$ cat config.mk
export PLATFORM = sky130hd
export DESIGN_NAME = pipe_stage_skid
export DESIGN_NICKNAME = d
export VERILOG_FILES = /design/src/rtl/pipe_stage_skid.sv
export SDC_FILE = /design/constraint.sdc
export NUM_CORES = 1
export LEC_CHECK = 0
export ABC_AREA = 1
export BUFFER_PORTS_ARGS = -buffer_cell sky130_fd_sc_hd__buf_2
export CORE_UTILIZATION = 58
export CTS_BUF_LIST = sky130_fd_sc_hd__clkbuf_4
export DETAILED_ROUTE_END_ITERATION = 6
export PLACE_DENSITY = 0.87
export SLEW_MARGIN = 20
export SYNTH_ARGS = -nofsm -noshare
export SYNTH_HDL_FRONTEND = slang
export SYNTH_SLANG_ARGS = --single-unit
$ cat constraint.sdc
create_clock -name clk -period 2.8 [get_ports clk]
set_input_delay 0.28 -clock clk [delete_from_list [all_inputs] [get_ports clk]]
set_output_delay 0.28 -clock clk [all_outputs]
set_load 0.1 [all_outputs]
$ cat src/rtl/pipe_stage_skid.sv
// Pipeline stage register with valid/ready handshake and a 2-entry skid buffer (registered in_ready).
// Optional perf counters enabled by defining PIPE_STAGE_PERF_EN.
module pipe_stage_skid #(
  parameter int          SIDE_W   = 8,
  parameter logic [31:0] RESET_PC = 32'h3000,
  parameter logic [31:0] EXC_PC   = 32'h4180,
  parameter int          CNT_W    = 16
) (
  input  logic              clk,
  input  logic              reset,
  input  logic              flush,
  input  logic              in_valid,
  output logic              in_ready,
  input  logic [31:0]       in_pc,
  input  logic [31:0]       in_instr,
  input  logic              in_bd,
  input  logic [4:0]        in_exc,
  input  logic [SIDE_W-1:0] in_side,
  output logic              out_valid,
  input  logic              out_ready,
  output logic [31:0]       out_pc,
  output logic [31:0]       out_instr,
  output logic              out_bd,
  output logic [4:0]        out_exc,
  output logic [SIDE_W-1:0] out_side,
  output logic [CNT_W-1:0]  stall_cnt,
  output logic [CNT_W-1:0]  bubble_cnt
);

  localparam int PAY_W = 32 + 1 + 5 + SIDE_W;

  typedef enum logic [1:0] {EMPTY, ONE, TWO} state_t;

  state_t             state_q, state_d;
  logic               in_ready_q, out_valid_q;
  logic [31:0]        fill_pc_q;
  logic [31:0]        head_pc_q, skid_pc_q;
  logic [PAY_W-1:0]   head_pay_q, skid_pay_q;
  logic [PAY_W-1:0]   in_pay;
  logic               in_fire, out_fire;
  logic               load_head_in, load_head_skid, load_skid, clear_head;

  assign in_pay   = {in_instr, in_bd, in_exc, in_side};
  assign in_fire  = in_valid & in_ready_q;
  assign out_fire = out_valid_q & out_ready;

  always_ff @(posedge clk) begin
    if (reset || flush) begin
      state_q <= EMPTY;
    end else begin
      state_q <= state_d;
    end
  end

  always_comb begin
    state_d        = state_q;
    load_head_in   = 1'b0;
    load_head_skid = 1'b0;
    load_skid      = 1'b0;
    clear_head     = 1'b0;
    case (state_q)
      EMPTY: begin
        if (in_fire) begin
          state_d      = ONE;
          load_head_in = 1'b1;
        end
      end
      ONE: begin
        if (in_fire && !out_fire) begin
          state_d   = TWO;
          load_skid = 1'b1;
        end else if (out_fire && !in_fire) begin
          state_d    = EMPTY;
          clear_head = 1'b1;
        end else if (in_fire && out_fire) begin
          load_head_in = 1'b1;
        end
      end
      TWO: begin
        if (out_fire) begin
          state_d        = ONE;
          load_head_skid = 1'b1;
        end
      end
      default: state_d = EMPTY;
    endcase
  end

  // Handshake flags are flops so neither output depends combinationally on the ports.
  always_ff @(posedge clk) begin
    if (reset) begin
      in_ready_q  <= 1'b1;
      out_valid_q <= 1'b0;
      fill_pc_q   <= RESET_PC;
    end else if (flush) begin
      in_ready_q  <= 1'b1;
      out_valid_q <= 1'b0;
      fill_pc_q   <= EXC_PC;
    end else begin
      in_ready_q  <= (state_d != TWO);
      out_valid_q <= (state_d != EMPTY);
    end
  end

  // An empty head holds the fill PC and a zero payload, so out_* need no mux.
  always_ff @(posedge clk) begin
    if (reset) begin
      head_pc_q  <= RESET_PC;
      head_pay_q <= '0;
      skid_pc_q  <= '0;
      skid_pay_q <= '0;
    end else if (flush) begin
      head_pc_q  <= EXC_PC;
      head_pay_q <= '0;
      skid_pc_q  <= '0;
      skid_pay_q <= '0;
    end else begin
      if (load_head_in) begin
        head_pc_q  <= in_pc;
        head_pay_q <= in_pay;
      end else if (load_head_skid) begin
        head_pc_q  <= skid_pc_q;
        head_pay_q <= skid_pay_q;
      end else if (clear_head) begin
        head_pc_q  <= fill_pc_q;
        head_pay_q <= '0;
      end
      if (load_skid) begin
        skid_pc_q  <= in_pc;
        skid_pay_q <= in_pay;
      end else if (load_head_skid) begin
        skid_pc_q  <= '0;
        skid_pay_q <= '0;
      end
    end
  end

  assign in_ready  = in_ready_q;
  assign out_valid = out_valid_q;
  assign out_pc    = head_pc_q;
  assign {out_instr, out_bd, out_exc, out_side} = head_pay_q;

`ifdef PIPE_STAGE_PERF_EN
  logic [CNT_W-1:0] stall_cnt_q, bubble_cnt_q;

  // Saturating counters; flush deliberately leaves them alone.
  always_ff @(posedge clk) begin
    if (reset) begin
      stall_cnt_q  <= '0;
      bubble_cnt_q <= '0;
    end else begin
      if (out_valid_q && !out_ready && stall_cnt_q != {CNT_W{1'b1}})
        stall_cnt_q <= stall_cnt_q + 1'b1;
      if (!out_valid_q && bubble_cnt_q != {CNT_W{1'b1}})
        bubble_cnt_q <= bubble_cnt_q + 1'b1;
    end
  end

  assign stall_cnt  = stall_cnt_q;
  assign bubble_cnt = bubble_cnt_q;
`else
  assign stall_cnt  = '0;
  assign bubble_cnt = '0;
`endif

endmodule
Word level (Yosys, flattened, before mapping). Cells that the tools add are included.

Bits in registers: 165. Bits of input ports: 83. Output and inout port bits: 112. Logic and storage cells: 54.

Eq/ne operators: 3. Multiplexer cells: 28. Bitwise gates (word level): 2. Reduce and logical (&&, ||, !) cells: 12.

Operators by type and width (count): 2-to-1 mux 46 bit (5); 2-to-1 mux 32 bit (5); 2-to-1 mux 15 bit (1); 2-to-1 mux 1 bit (11); 2-to-1 mux 2 bit (4); case mux 2 bit (3 select lines) (1); nonzero test 2 bit (2); nonzero test 4 bit (1); logical AND 1 bit (3); nonzero test 3 bit (1); AND 1 bit (2); equality test 2 x 1 -> 1 bit, second input constant (1); equality test 2 bit, second input constant (1); zero test 1 bit (2); zero test 2 bit (1); != test 2 bit, second input constant (1); case mux 1 bit (2 select lines) (1); OR reduction 2 bit (1); logical OR 1 bit (1).

Longest topological paths before layout.
Word-level depth: 10. Mapped depth: 10. Mapped depth without buffers: 9.

Worst setup path before layout. Ideal clock, no wire load.

Path type: register to register. Start: register out_valid_q (netlist: out_valid). End: register skid_pc_q[13]. Setup time: 0.070 ns. Arrival: 2.244 ns. Data required time: 2.730 ns. Path slack: 0.485 ns. Cell stages (with the launch flop): 9. Path buffers: 2. Clock period less this slack: 2.315 ns. Path through: dfxtp_1 > nand2_1 > nand2_2 > nor3_4 > nor2_1 > buf_2 > buf_2 > nand2_1 > a21oi_1.

Word-level cells in the longest chain between the ends: 6. Elaborated cells between the ends (all ways): 9.

Ends and longest elaborated chain: start, declared (RTL line 35) `logic in_ready_q, out_valid_q;`; start signal, assigned (RTL line 101) `out_valid_q <= (state_d != EMPTY);`; AND 1 bit (*) (RTL line 45) `assign out_fire = out_valid_q & out_ready;`; zero test 1 bit (RTL line 69) `if (in_fire && !out_fire) begin`; logical AND 1 bit (RTL line 69); 2-to-1 mux 1 bit (RTL line 69); 2-to-1 mux 1 bit (RTL line 61) `case (state_q)`; 2-to-1 mux 32 bit or nonzero test 2 bit (tied branches); end signal, assigned (RTL line 129) `skid_pc_q <= in_pc;`; end, declared (RTL line 37) `logic [31:0] head_pc_q, skid_pc_q;`.

Mark *: on every way between the ends. The rest lies on a longest branch, timed or not. A chain may end at the register's enable or synchronous reset.

Final worst setup path.
Start: register out_valid_q (netlist: out_valid). End: register head_pc_q[29] (netlist: out_pc[29]).

Word-level cells in the longest chain between the ends: 7. Elaborated cells between the ends (all ways): 17.

Ends and longest elaborated chain: AND 1 bit (*) (RTL line 45); logical AND 1 bit (RTL line 75) `end else if (in_fire && out_fire) begin`; 2-to-1 mux 1 bit (RTL line 75); 2-to-1 mux 1 bit (RTL line 72) `end else if (out_fire && !in_fire) begin`; 2-to-1 mux 1 bit (RTL line 69); case mux 1 bit (2 select lines) (RTL line 61); nonzero test 3 bit (no source line) or 2-to-1 mux 32 bit (tied branches); end signal, assigned (RTL line 119) `head_pc_q <= in_pc;`; end signal, assigned (RTL line 122) `head_pc_q <= skid_pc_q;`; end signal, assigned (RTL line 125) `head_pc_q <= fill_pc_q;`; end, declared (RTL line 37).

Marked as above.

==> results.sh <==
export IMPL_p_switching_mw=1.750
export IMPL_leakagePower_nw=4.014
export IMPL_gp_congestion=0.8390
export IMPL_clk_pin_slew_worst_paths_ps=120
export IMPL_hold_viol=0
export IMPL_grt_pass1_vias=6892
export IMPL_slew_headroom=0.3981
export IMPL_hp_start="flush"
export IMPL_synth_seq_cells=162
export IMPL_power_share_switching=0.3679
export IMPL_num_antenna_cells=0
export IMPL_synth_top_area_frac=0.4650
export IMPL_end_kind="flop"
export IMPL_grt_overflow=0
export IMPL_grt_max_degree=81
export IMPL_required_ps=3290
export IMPL_crit_end="out_pc[29]"
export IMPL_final_util=0.7553
export IMPL_yosys_mux_area_fraction=0
export IMPL_clkPwrFrac=0.227
export IMPL_area_growth_pct=25.24
export IMPL_synth_cells=1029
export IMPL_io_buffers=162
export IMPL_setup_viol=0
export IMPL_cts_buffers=17
export IMPL_pwr_share_comb=0.265
export IMPL_start_util=0.6031
export IMPL_synth_largest_area_cell="dfxtp_1"
export IMPL_syn_area_um2=6974
export IMPL_status="finished, violations left"
export IMPL_totalNegativeSetupSlack_ps=0
export IMPL_finalClockSkew_ps=18.72
export IMPL_rows=39
export IMPL_post_route_period_util=0.8172
export IMPL_ctsHtreeMaxLevel=4
export IMPL_setup_worst_path_start="out_valid"
export IMPL_routedWlPerCell_um=14.24
export IMPL_reg2reg_depth=8
export IMPL_cts_buffer_depth=2
export IMPL_violations="DRC"
export IMPL_r2r_start="out_valid"
export IMPL_synthAdderAreaFrac=0
export IMPL_drt_total_wl_um=19740
export IMPL_coreArea_um2=11560
export IMPL_max_freq_mhz=437.0
export IMPL_vias=7537
export IMPL_pin_count=195
export IMPL_yosys_area_share_simple=0.3258
export IMPL_hp_class="input pin to flop"
export IMPL_grt_use_total=0.3222
export IMPL_die_width_um=111.7
export IMPL_synth_top_family_by_area="simple AND/OR/NAND/NOR gates"
export IMPL_period_needed_ps=2288
export IMPL_worstPathArrival_ps=2780
export IMPL_nNetsFinal=1319
export IMPL_fill_cells=884
export IMPL_synth_area_top_cells="dfxtp_1 47%, nand2_1 20%, a21oi_1 7.5%"
export IMPL_most_common_layout_cells="369 x nand2_1, 162 x dfxtp_1, 162 x buf_2, 107 x nor2_1, 105 x a21oi_1"
export IMPL_yosysUniqueCellTypes=19
export IMPL_die_h_um=111.7
export IMPL_r2r_end="out_pc[29]"
export IMPL_cp_max_fo=59
export IMPL_clock_sinks=162
export IMPL_antenna_found_initial=0
export IMPL_p_per_area_nw_per_um2=544.6
export IMPL_drc=31
export IMPL_drv_slew=0
export IMPL_syn_area_per_cell_um2=6.778
export IMPL_maxCapViolCount=0
export IMPL_die_area_um2=12470
export IMPL_r2r_slack_ps=510
export IMPL_grt_pass1_wl_um=32580
export IMPL_antenna_left=0
export IMPL_ys_seq_area_frac=0.4650
export IMPL_via_per_inst=5.438
export IMPL_p_int_mw=3.007
export IMPL_worstMarginPinSlew_ps=902.8
export IMPL_synth_xor_area_frac=0.001256
export IMPL_yosysWarnings=0
export IMPL_synth_compound_gate_area_share=0.1105
export IMPL_clk_latency_ps=570
export IMPL_drt_first_iter_violations=804
export IMPL_cts_root_buf="clkbuf_4"
export IMPL_rsz0062_at_grt="false"
export IMPL_final_common_cell="nand2_1"
export IMPL_cts_tree="done"
export IMPL_critPathKind="flop to flop"
export IMPL_place_hpwl_um=10660
export IMPL_first_pass_iters=7
export IMPL_ir_drop_uv=423.9
export IMPL_start_kind="flop"
export IMPL_drive_gt1_frac=0.1681
export IMPL_pwr_share_seq=0.508
-- worst max-delay path: stages, from the launching register on --
cell     delay (ps)
dfxtp_1         330
nand2_1         200
inv_1           120
nand2_1         230
nand2_1         140
inv_2           230
buf_4           580
nor2_1          130
nor2_1          180
-- registers in the layout, summed over array words and instances, names as in the netlist --
register    flops
state_q         2
head_pay_q     46
skid_pc_q      32
fill_pc_q       2
skid_pay_q     46
in_ready        1
out_valid       1
out_pc         32
-- stage by stage --
| stage | instance area [µm²] | instances | hold slack (ps) | power (mW) | setup slack, ps |
|---|---|---|---|---|---|
| 3_5_place_dp | 7752 | 1280 | 435.8 | 3.613 | 570.9 |
| 6_report | 8735 | 1386 | 141.6 | 4.757 | 511.9 |
| 5_1_grt | 8735 | 1386 | 121.1 | 4.951 | 333.6 |
| 2_1_floorplan | 7091 | 1060 | 352.4 | 3.421 | 485.3 |
| 4_1_cts | 8735 | 1386 | 83.81 | 4.746 | 588.3 |
| 3_3_place_gp | 7752 | 1280 | 440.2 | 3.606 | 691.9 |
-- logic make-up (layout without fill, tap and decap cells) --
| kind of cell | after synthesis | after routing |
|---|---|---|
| flops | 162 | 162 |
| compound gates | 154 | 154 |
| other cells | 1 | 32 |
| xor+xnor | 1 | 1 |
| buf+inv | 141 | 324 |
| simple gates | 570 | 570 |
-- power groups by stage --
stage / Clock [mW] / Combinational [mW] / Sequential [mW]
6_report: 1.08 / 1.26 / 2.42
5_1_grt: 1.20 / 1.33 / 2.42
4_1_cts: 1.10 / 1.24 / 2.41
2_1_floorplan: 0 / 0.545 / 2.88
3_3_place_gp: 0 / 1.14 / 2.46
3_5_place_dp: 0 / 1.15 / 2.46
-- cell usage after synthesis --
cell      count
conb_1        1
nand3_1      82
nor2_1      111
o21ai_1       3
a21oi_1     105
o21ai_0      46
inv_2         2
nand4_1       5
nor2_2        1
nand2_2       1
dfxtp_1     162
buf_2        21
nand2_1     369
clkbuf_1     47
xnor2_1       1
nor3_4        1
buf_4        32
inv_1        38
clkinv_1      1
-- what timing repair did --
| action | in CTS | in global routing |
|---|---|---|
| hold buffers | 80 | 0 |
| hold endpoints to repair | 79 | 0 |
| buffers inserted | 0 | 0 |
| resized for setup | 0 | 0 |
-- per-layer routing --
layer	wire length, µm	up-vias	GRT usage
met3	1574	85	0.06696
met5	0	-	0
li1	-	3596	-
met1	8038	3431	0.4034
met2	9396	425	0.5267
met4	733	0	0.1631
-- cell type report --
type / instances / area, µm² / share of cell area
Clock buffer: 22 / 165.2 / 0.01891
Clock inverter: 4 / 16.27 / 0.001862
Inverter: 41 / 155.1 / 0.01776
Multi-Input combinational cell: 757 / 3202 / 0.3666
Sequential cell: 162 / 3243 / 0.3713
Tap cell: 143 / 178.9 / 0.02048
Timing Repair Buffer: 257 / 1774 / 0.2031
-- worst min-delay path by stage --
| stage | end | slack, ps | cells past startpoint |
|---|---|---|---|
| 5_1_grt | out_pc[14] | 120 | 4 |
| 3_3_place_gp | fill_pc_q[13] | 440 | 2 |
| 6_report | out_pc[7] | 140 | 4 |
| 2_1_floorplan | fill_pc_q[8] | 350 | 1 |
| 3_5_place_dp | fill_pc_q[13] | 440 | 2 |
| 4_1_cts | out_pc[7] | 80 | 4 |
Note: power is estimated with default switching activity, not from simulation.
